**config.mk**
```make
export PLATFORM = sky130hd
export DESIGN_NAME = pc_seq_unit
export DESIGN_NICKNAME = d
export VERILOG_FILES = /design/src/rtl/pc_unit_pkg.sv /design/src/rtl/pc_lifo.sv /design/src/rtl/pc_seq_unit.sv
export SDC_FILE = /design/constraint.sdc
export NUM_CORES = 1
export LEC_CHECK = 0
export ABC_AREA = 1
export ABC_CLOCK_PERIOD_IN_PS = 3900
export CORE_UTILIZATION = 60
export CTS_BUF_LIST = sky130_fd_sc_hd__clkbuf_2
export CTS_CLUSTER_DIAMETER = 200
export DETAILED_ROUTE_END_ITERATION = 7
export PLACE_DENSITY = 0.81
export SYNTH_ARGS = -nofsm -noshare
export SYNTH_HDL_FRONTEND = slang
export SYNTH_SLANG_ARGS = --single-unit
```
**constraint.sdc**
```tcl
create_clock -name clk_i -period 3.9 [get_ports clk_i]
set_clock_uncertainty 0.15 [all_clocks]
set_input_delay 0.78 -clock clk_i [delete_from_list [all_inputs] [get_ports clk_i]]
set_output_delay 0.78 -clock clk_i [all_outputs]
set_load 0.03 [all_outputs]
```
**src/rtl/pc_unit_pkg.sv**
```systemverilog
// Shared types and helpers for the Gumnut program-counter unit.
package pc_unit_pkg;

    typedef enum logic [3:0] {
        OP_INC  = 4'd0,
        OP_BZ   = 4'd1,
        OP_BNZ  = 4'd2,
        OP_BC   = 4'd3,
        OP_BNC  = 4'd4,
        OP_JMP  = 4'd5,
        OP_JSB  = 4'd6,
        OP_RET  = 4'd7,
        OP_RETI = 4'd8,
        OP_INT  = 4'd9
    } pc_op_e;

    // Sign-extend the low disp_w bits of disp to 32 bits.
    function automatic logic [31:0] sext_disp(input logic [31:0] disp, input int unsigned disp_w);
        logic [31:0] w_shl;
        w_shl = disp << (32 - disp_w);
        return 32'($signed(w_shl) >>> (32 - disp_w));
    endfunction

endpackage

```
**src/rtl/pc_lifo.sv**
```systemverilog
// Pointer-based LIFO; pushes while full and pops while empty are dropped.
module pc_lifo #(
    parameter int unsigned W     = 12,
    parameter int unsigned DEPTH = 8
) (
    input  logic                           i_clk,
    input  logic                           i_rst_n,
    input  logic                           i_en,
    input  logic                           i_push,
    input  logic                           i_pop,
    input  logic [W-1:0]                   i_din,
    output logic [W-1:0]                   o_dout_c,
    output logic                           o_full_c,
    output logic                           o_empty_c,
    output logic [$clog2(DEPTH+1)-1:0]     o_level
);

    localparam int unsigned LVL_W = $clog2(DEPTH + 1);
    localparam int unsigned IDX_W = (DEPTH > 1) ? $clog2(DEPTH) : 1;

    logic [W-1:0]     r_mem [DEPTH];
    logic [LVL_W-1:0] r_level;
    logic [IDX_W-1:0] w_wr_idx;
    logic [IDX_W-1:0] w_top_idx;
    logic             w_do_push;
    logic             w_do_pop;

    assign o_full_c  = (r_level == LVL_W'(DEPTH));
    assign o_empty_c = (r_level == '0);
    assign w_do_push = i_en && i_push && !o_full_c;
    assign w_do_pop  = i_en && i_pop && !i_push && !o_empty_c;
    assign w_wr_idx  = IDX_W'(r_level);
    assign w_top_idx = IDX_W'(r_level - LVL_W'(1));
    assign o_dout_c  = r_mem[w_top_idx];
    assign o_level   = r_level;

    // Only the pointer is reset; entries above it are never read.
    always_ff @(posedge i_clk) begin
        if (!i_rst_n) begin
            r_level <= '0;
        end else if (w_do_push) begin
            r_level <= r_level + LVL_W'(1);
        end else if (w_do_pop) begin
            r_level <= r_level - LVL_W'(1);
        end
    end

    always_ff @(posedge i_clk) begin
        if (i_rst_n && w_do_push) begin
            r_mem[w_wr_idx] <= i_din;
        end
    end

endmodule

```
**src/rtl/pc_seq_unit.sv**
```systemverilog
// Program counter with return-address stack and nested interrupt shadow stack.
module pc_seq_unit
    import pc_unit_pkg::*;
#(
    parameter int unsigned ADDR_W      = 12,
    parameter int unsigned DISP_W      = 8,
    parameter int unsigned STACK_DEPTH = 8,
    parameter int unsigned INT_DEPTH   = 2,
    parameter int unsigned RESET_PC    = 0,
    parameter int unsigned INT_VECTOR  = 1
) (
    input  logic                               clk_i,
    input  logic                               rst_i,
    input  logic                               ClkEn_e,
    input  logic                               PCEn_c,
    input  logic [3:0]                         PCoper_c,
    input  logic                               ccC_e,
    input  logic                               ccZ_e,
    input  logic [DISP_W-1:0]                  disp_e,
    input  logic [ADDR_W-1:0]                  addr_e,
    input  logic                               err_clr_i,
    output logic [ADDR_W-1:0]                  inst_addr_o,
    output logic                               intc_o,
    output logic                               intz_o,
    output logic [$clog2(STACK_DEPTH+1)-1:0]   stk_lvl_o,
    output logic [$clog2(INT_DEPTH+1)-1:0]     int_lvl_o,
    output logic                               stk_ovf_o,
    output logic                               stk_unf_o,
    output logic                               int_ovf_o
);

    localparam int unsigned SH_W = ADDR_W + 2;

    logic [ADDR_W-1:0] r_pc;
    logic              r_intc;
    logic              r_intz;
    logic              r_stk_ovf;
    logic              r_stk_unf;
    logic              r_int_ovf;

    pc_op_e            w_op;
    logic              w_upd;
    logic [ADDR_W-1:0] w_seq;
    logic [ADDR_W-1:0] w_rel;
    logic [ADDR_W-1:0] w_next_pc;
    logic              w_rs_push;
    logic              w_rs_pop;
    logic              w_sh_push;
    logic              w_sh_pop;
    logic              w_restore;
    logic              w_set_sovf;
    logic              w_set_sunf;
    logic              w_set_iovf;
    logic [ADDR_W-1:0] w_rs_dout;
    logic              w_rs_full;
    logic              w_rs_empty;
    logic [SH_W-1:0]   w_sh_dout;
    logic              w_sh_full;
    logic              w_sh_empty;

    assign w_upd = ClkEn_e && PCEn_c;
    assign w_op  = pc_op_e'(PCoper_c);
    assign w_seq = r_pc + ADDR_W'(1);
    assign w_rel = w_seq + ADDR_W'(sext_disp(32'(disp_e), DISP_W));

    pc_lifo #(.W(ADDR_W), .DEPTH(STACK_DEPTH)) u_ret_stack (
        .i_clk     (clk_i),
        .i_rst_n   (rst_i),
        .i_en      (w_upd),
        .i_push    (w_rs_push),
        .i_pop     (w_rs_pop),
        .i_din     (w_seq),
        .o_dout_c  (w_rs_dout),
        .o_full_c  (w_rs_full),
        .o_empty_c (w_rs_empty),
        .o_level   (stk_lvl_o)
    );

    pc_lifo #(.W(SH_W), .DEPTH(INT_DEPTH)) u_int_shadow (
        .i_clk     (clk_i),
        .i_rst_n   (rst_i),
        .i_en      (w_upd),
        .i_push    (w_sh_push),
        .i_pop     (w_sh_pop),
        .i_din     ({r_pc, ccC_e, ccZ_e}),
        .o_dout_c  (w_sh_dout),
        .o_full_c  (w_sh_full),
        .o_empty_c (w_sh_empty),
        .o_level   (int_lvl_o)
    );

    // Next-PC selection and stack/error side effects of the current op.
    always_comb begin
        w_next_pc  = w_seq;
        w_rs_push  = 1'b0;
        w_rs_pop   = 1'b0;
        w_sh_push  = 1'b0;
        w_sh_pop   = 1'b0;
        w_restore  = 1'b0;
        w_set_sovf = 1'b0;
        w_set_sunf = 1'b0;
        w_set_iovf = 1'b0;
        case (w_op)
            OP_BZ:   if (ccZ_e)  w_next_pc = w_rel;
            OP_BNZ:  if (!ccZ_e) w_next_pc = w_rel;
            OP_BC:   if (ccC_e)  w_next_pc = w_rel;
            OP_BNC:  if (!ccC_e) w_next_pc = w_rel;
            OP_JMP:  w_next_pc = addr_e;
            OP_JSB: begin
                w_next_pc  = addr_e;
                w_rs_push  = !w_rs_full;
                w_set_sovf = w_rs_full;
            end
            OP_RET: begin
                if (w_rs_empty) begin
                    w_set_sunf = 1'b1;
                end else begin
                    w_next_pc = w_rs_dout;
                    w_rs_pop  = 1'b1;
                end
            end
            OP_RETI: begin
                if (w_sh_empty) begin
                    w_set_sunf = 1'b1;
                end else begin
                    w_next_pc = w_sh_dout[SH_W-1:2];
                    w_sh_pop  = 1'b1;
                    w_restore = 1'b1;
                end
            end
            OP_INT: begin
                if (w_sh_full) begin
                    w_set_iovf = 1'b1;
                end else begin
                    w_next_pc = ADDR_W'(INT_VECTOR);
                    w_sh_push = 1'b1;
                end
            end
            default: w_next_pc = w_seq;
        endcase
    end

    // Error clear needs only the clock enable and beats a same-cycle set.
    always_ff @(posedge clk_i) begin
        if (!rst_i) begin
            r_pc      <= ADDR_W'(RESET_PC);
            r_intc    <= 1'b0;
            r_intz    <= 1'b0;
            r_stk_ovf <= 1'b0;
            r_stk_unf <= 1'b0;
            r_int_ovf <= 1'b0;
        end else if (ClkEn_e) begin
            if (PCEn_c) begin
                r_pc <= w_next_pc;
                if (w_restore) begin
                    r_intc <= w_sh_dout[1];
                    r_intz <= w_sh_dout[0];
                end
            end
            if (err_clr_i) begin
                r_stk_ovf <= 1'b0;
                r_stk_unf <= 1'b0;
                r_int_ovf <= 1'b0;
            end else if (PCEn_c) begin
                r_stk_ovf <= r_stk_ovf | w_set_sovf;
                r_stk_unf <= r_stk_unf | w_set_sunf;
                r_int_ovf <= r_int_ovf | w_set_iovf;
            end
        end
    end

    assign inst_addr_o = r_pc;
    assign intc_o      = r_intc;
    assign intz_o      = r_intz;
    assign stk_ovf_o   = r_stk_ovf;
    assign stk_unf_o   = r_stk_unf;
    assign int_ovf_o   = r_int_ovf;

endmodule

```
==> impl_metrics.env <==
export IMPL_core_area_um2=12100
export IMPL_period_share=0.840
export IMPL_ctsHoldBuffers=0
export IMPL_drt_pass1_iterations=7
export IMPL_p_seq_frac=0.570
export IMPL_tightest_slew_ns=0.913
export IMPL_relSlewSlack=0.391
export IMPL_r2r_start="inst_addr_o[0]"
export IMPL_synth_top_area_frac=0.501
export IMPL_start_util=0.616
export IMPL_port_buffers=53
export IMPL_reg2reg_setup_slack_ns=0.62
export IMPL_arrival_ns=3.79
export IMPL_crit_cells=19
export IMPL_comb_power_share=0.108
export IMPL_setup_tns_ns=0
export IMPL_num_rows=40
export IMPL_fin_area_um2=8450
export IMPL_min_period_ns=3.28
export IMPL_max_cap_violations=0
export IMPL_synthToLayoutAreaGrowth_pct=13.8
export IMPL_dpl_cell_area_um2=8170
export IMPL_cp_buffers_inverters=4
export IMPL_synth_warnings=0
export IMPL_status="completed"
export IMPL_critical_path_class="flop to flop"
export IMPL_cts_tree="done"
export IMPL_clkLatencyLatePin_ns=0.72
export IMPL_synth_ff_type="edfxtp_1"
export IMPL_cts_setup_buffers=0
export IMPL_report_power_total_mw=3.05
export IMPL_sw_frac_of_total=0.256
export IMPL_crit_chain="ha_1 > nand2_1 > nor2_1 > a31o_2 > nand2_1 > inv_1 > ha_1 > nand2_1 > nand2_1 > inv_1 > nor2_1 > nor2_1 > nand3_1 > inv_1 > nand2_1 > nand3_1 > nand3_1 > nand2_1 > inv_1"
export IMPL_ios=54
export IMPL_grt_antenna_before_repair=0
export IMPL_die_width_um=113
export IMPL_rsz0062_at_grt="no"
export IMPL_die_y_um=113
export IMPL_grt_max_degree=55
export IMPL_grt_overflow=0
export IMPL_clockRootBuffer="clkbuf_2"
export IMPL_critPathMaxStageDelay_ns=0.56
export IMPL_p_switching_mw=0.780
export IMPL_drc_errors=0
export IMPL_drt_initial_drc_count=597
export IMPL_cp_start_kind="flop"
export IMPL_synthArstFlopShare=0
export IMPL_h_tree_depth=4
export IMPL_ys_ff_latch=147
export IMPL_crit_fanout=10
export IMPL_n_antenna_cell=0
export IMPL_synth_avg_cell_area_um2=9.21
export IMPL_ant_nets=0
export IMPL_post_drt_wl_per_cell_um=17.5
export IMPL_leakagePower_nw=3.34
export IMPL_final_common_cell="nand2_1"
export IMPL_cts_sinks=147
export IMPL_hold_violations=0
export IMPL_syn_instance_count=806
export IMPL_place_hpwl_mm=12.8
export IMPL_drt_wl_total_mm=18.5
export IMPL_crit_top_cell="nand2_1"
export IMPL_cts_buffers=17
export IMPL_clkTransAtPathRegs_ns=0.21
export IMPL_final_cell_mix="nand2_1, edfxtp_1, nor2_1"
export IMPL_r2r_end="inst_addr_o[11]"
export IMPL_endpoint="inst_addr_o[11]"
export IMPL_cts_resized=0
export IMPL_num_vias=5970
export IMPL_nNetsFinal=921
export IMPL_synth_area_leaders="edfxtp_1, nand2_1, dfxtp_1"
export IMPL_required_ns=4.41
export IMPL_drive_above_1_share=0.107
export IMPL_synth_edf_count=124
export IMPL_critPathCaptureType="flop"
export IMPL_grtUsageTotal=0.304
export IMPL_synth_top_cell_by_area="edfxtp_1"
export IMPL_power_frac_clock=0.321
export IMPL_worstHoldStart="stk_ovf_o"
export IMPL_dieArea_um2=12800
export IMPL_max_freq_ghz=0.305
export IMPL_ys_seq_area_frac=0.563
export IMPL_hold_path_class="flop to flop"
export IMPL_power_density_nw_per_um2=361
export IMPL_grt_pass1_vias=5822
export IMPL_grt_pass1_wl_mm=29.1
export IMPL_r2r_cells=19
export IMPL_crit_path_start="inst_addr_o[0]"
export IMPL_synth_distinct_cells=44
export IMPL_via_per_inst=5.67
export IMPL_crit_family="simple AND/OR/NAND/NOR gates"
export IMPL_setup_viol=0
export IMPL_gp_congestion=0.912
export IMPL_cp_slowest_cell="dfxtp_1"
export IMPL_internal_power_mw=2.27
export IMPL_ir_drop_uv=266
export IMPL_clock_path_buffers=2
export IMPL_netlist_area_um2=7430
export IMPL_syn_nets=855
export IMPL_slew_viol_final=0
## through the flow
step / cells / setup WS, ns / hold slack (ns) / util
after detailed placement: 1021 / 0.664 / 0.301 / 0.677
final: 1053 / 0.623 / 0.328 / 0.701
after CTS: 1053 / 0.584 / 0.326 / 0.701
after global routing: 1053 / 0.383 / 0.360 / 0.701
after global placement: 1021 / 0.766 / 0.296 / 0.677
after floorplan: 806 / 0.249 / 0.361 / -
## Yosys cell counts, types with 2 or more instances
master,n
nand2_1,168
edfxtp_1,124
nor2_1,117
inv_1,72
o21ai_0,61
nand3_1,59
a21oi_1,40
dfxtp_1,23
ha_1,17
or2_2,11
buf_2,10
nor3_1,10
xor2_1,9
o21ai_1,8
inv_2,7
o211ai_1,7
a31oi_1,6
clkbuf_1,6
buf_6,5
o221ai_1,5
nand3b_1,4
nand4_1,4
nor2_2,4
buf_4,3
nand3_2,3
clkbuf_8,2
nand2_2,2
nor4_1,2
o22ai_1,2
## metal layers
metal / track usage / up-vias / wire, um
met3: 0.0557 / 32 / 1230
met1: 0.382 / 2835 / 7500
li1: - / 2861 / -
met5: 0 / - / 0
met4: 0.0947 / 0 / 314
met2: 0.536 / 242 / 9420
## sequential cells by signal, summed over array words and instances, names as in the netlist
register and count:
intc_o 1, u_ret_stack.r_mem 96, stk_unf_o 1, stk_ovf_o 1
inst_addr_o 12, u_int_shadow.o_level 2, intz_o 1, u_int_shadow.r_mem 28
int_ovf_o 1, u_ret_stack.o_level 4
## worst min-delay path by stage
| stage | end | slack (ns) | cells after the start |
|---|---|---|---|
| floorplan | intc_o | 0.36 | 2 |
| global placement | stk_ovf_o | 0.30 | 2 |
| detailed placement | stk_ovf_o | 0.30 | 2 |
| CTS | stk_ovf_o | 0.33 | 2 |
| global route | stk_ovf_o | 0.36 | 2 |
| finish | stk_ovf_o | 0.33 | 2 |
## tightest hold or removal path, delay by kind of cell, from the launching register on
| kind | cells | cell delay, ns |
|---|---|---|
| buffers and inverters | 1 | 0.05 |
| AO/OA/AOI/OAI | 1 | 0.05 |
| flip-flops | 1 | 0.36 |
## power by group through the flow
stage	clock network (mW)	logic, mW	registers (mW)
6_report	0.979	0.330	1.74
3_3_place_gp	0	0.317	1.77
4_1_cts	0.983	0.327	1.74
5_1_grt	1.05	0.362	1.74
3_5_place_dp	0	0.325	1.77
2_1_floorplan	0	0.190	1.78
## kinds of logic (layout without fill, tap and decap cells)
group	count (synthesis)	after routing	share of synthesized area
AND/OR/NAND/NOR	387	387	0.222
flip-flops	147	147	0.563
AO/OA/AOI/OAI	135	135	0.101
buffers and inverters	107	186	0.0664
adder cells (fa/ha/maj)	18	18	0.0313
XOR/XNOR	12	12	0.0162
## cell type report
| class | instances | area, um^2 |
|---|---|---|
| Clock inverter | 13 | 185 |
| Timing Repair Buffer | 75 | 696 |
| Tap cell | 168 | 210 |
| Clock buffer | 19 | 95.1 |
| Inverter | 79 | 297 |
| Sequential cell | 147 | 4180 |
| Fill cell | 939 | 3610 |
| Multi-Input combinational cell | 552 | 2780 |
(Power assumes the default switching activity.)
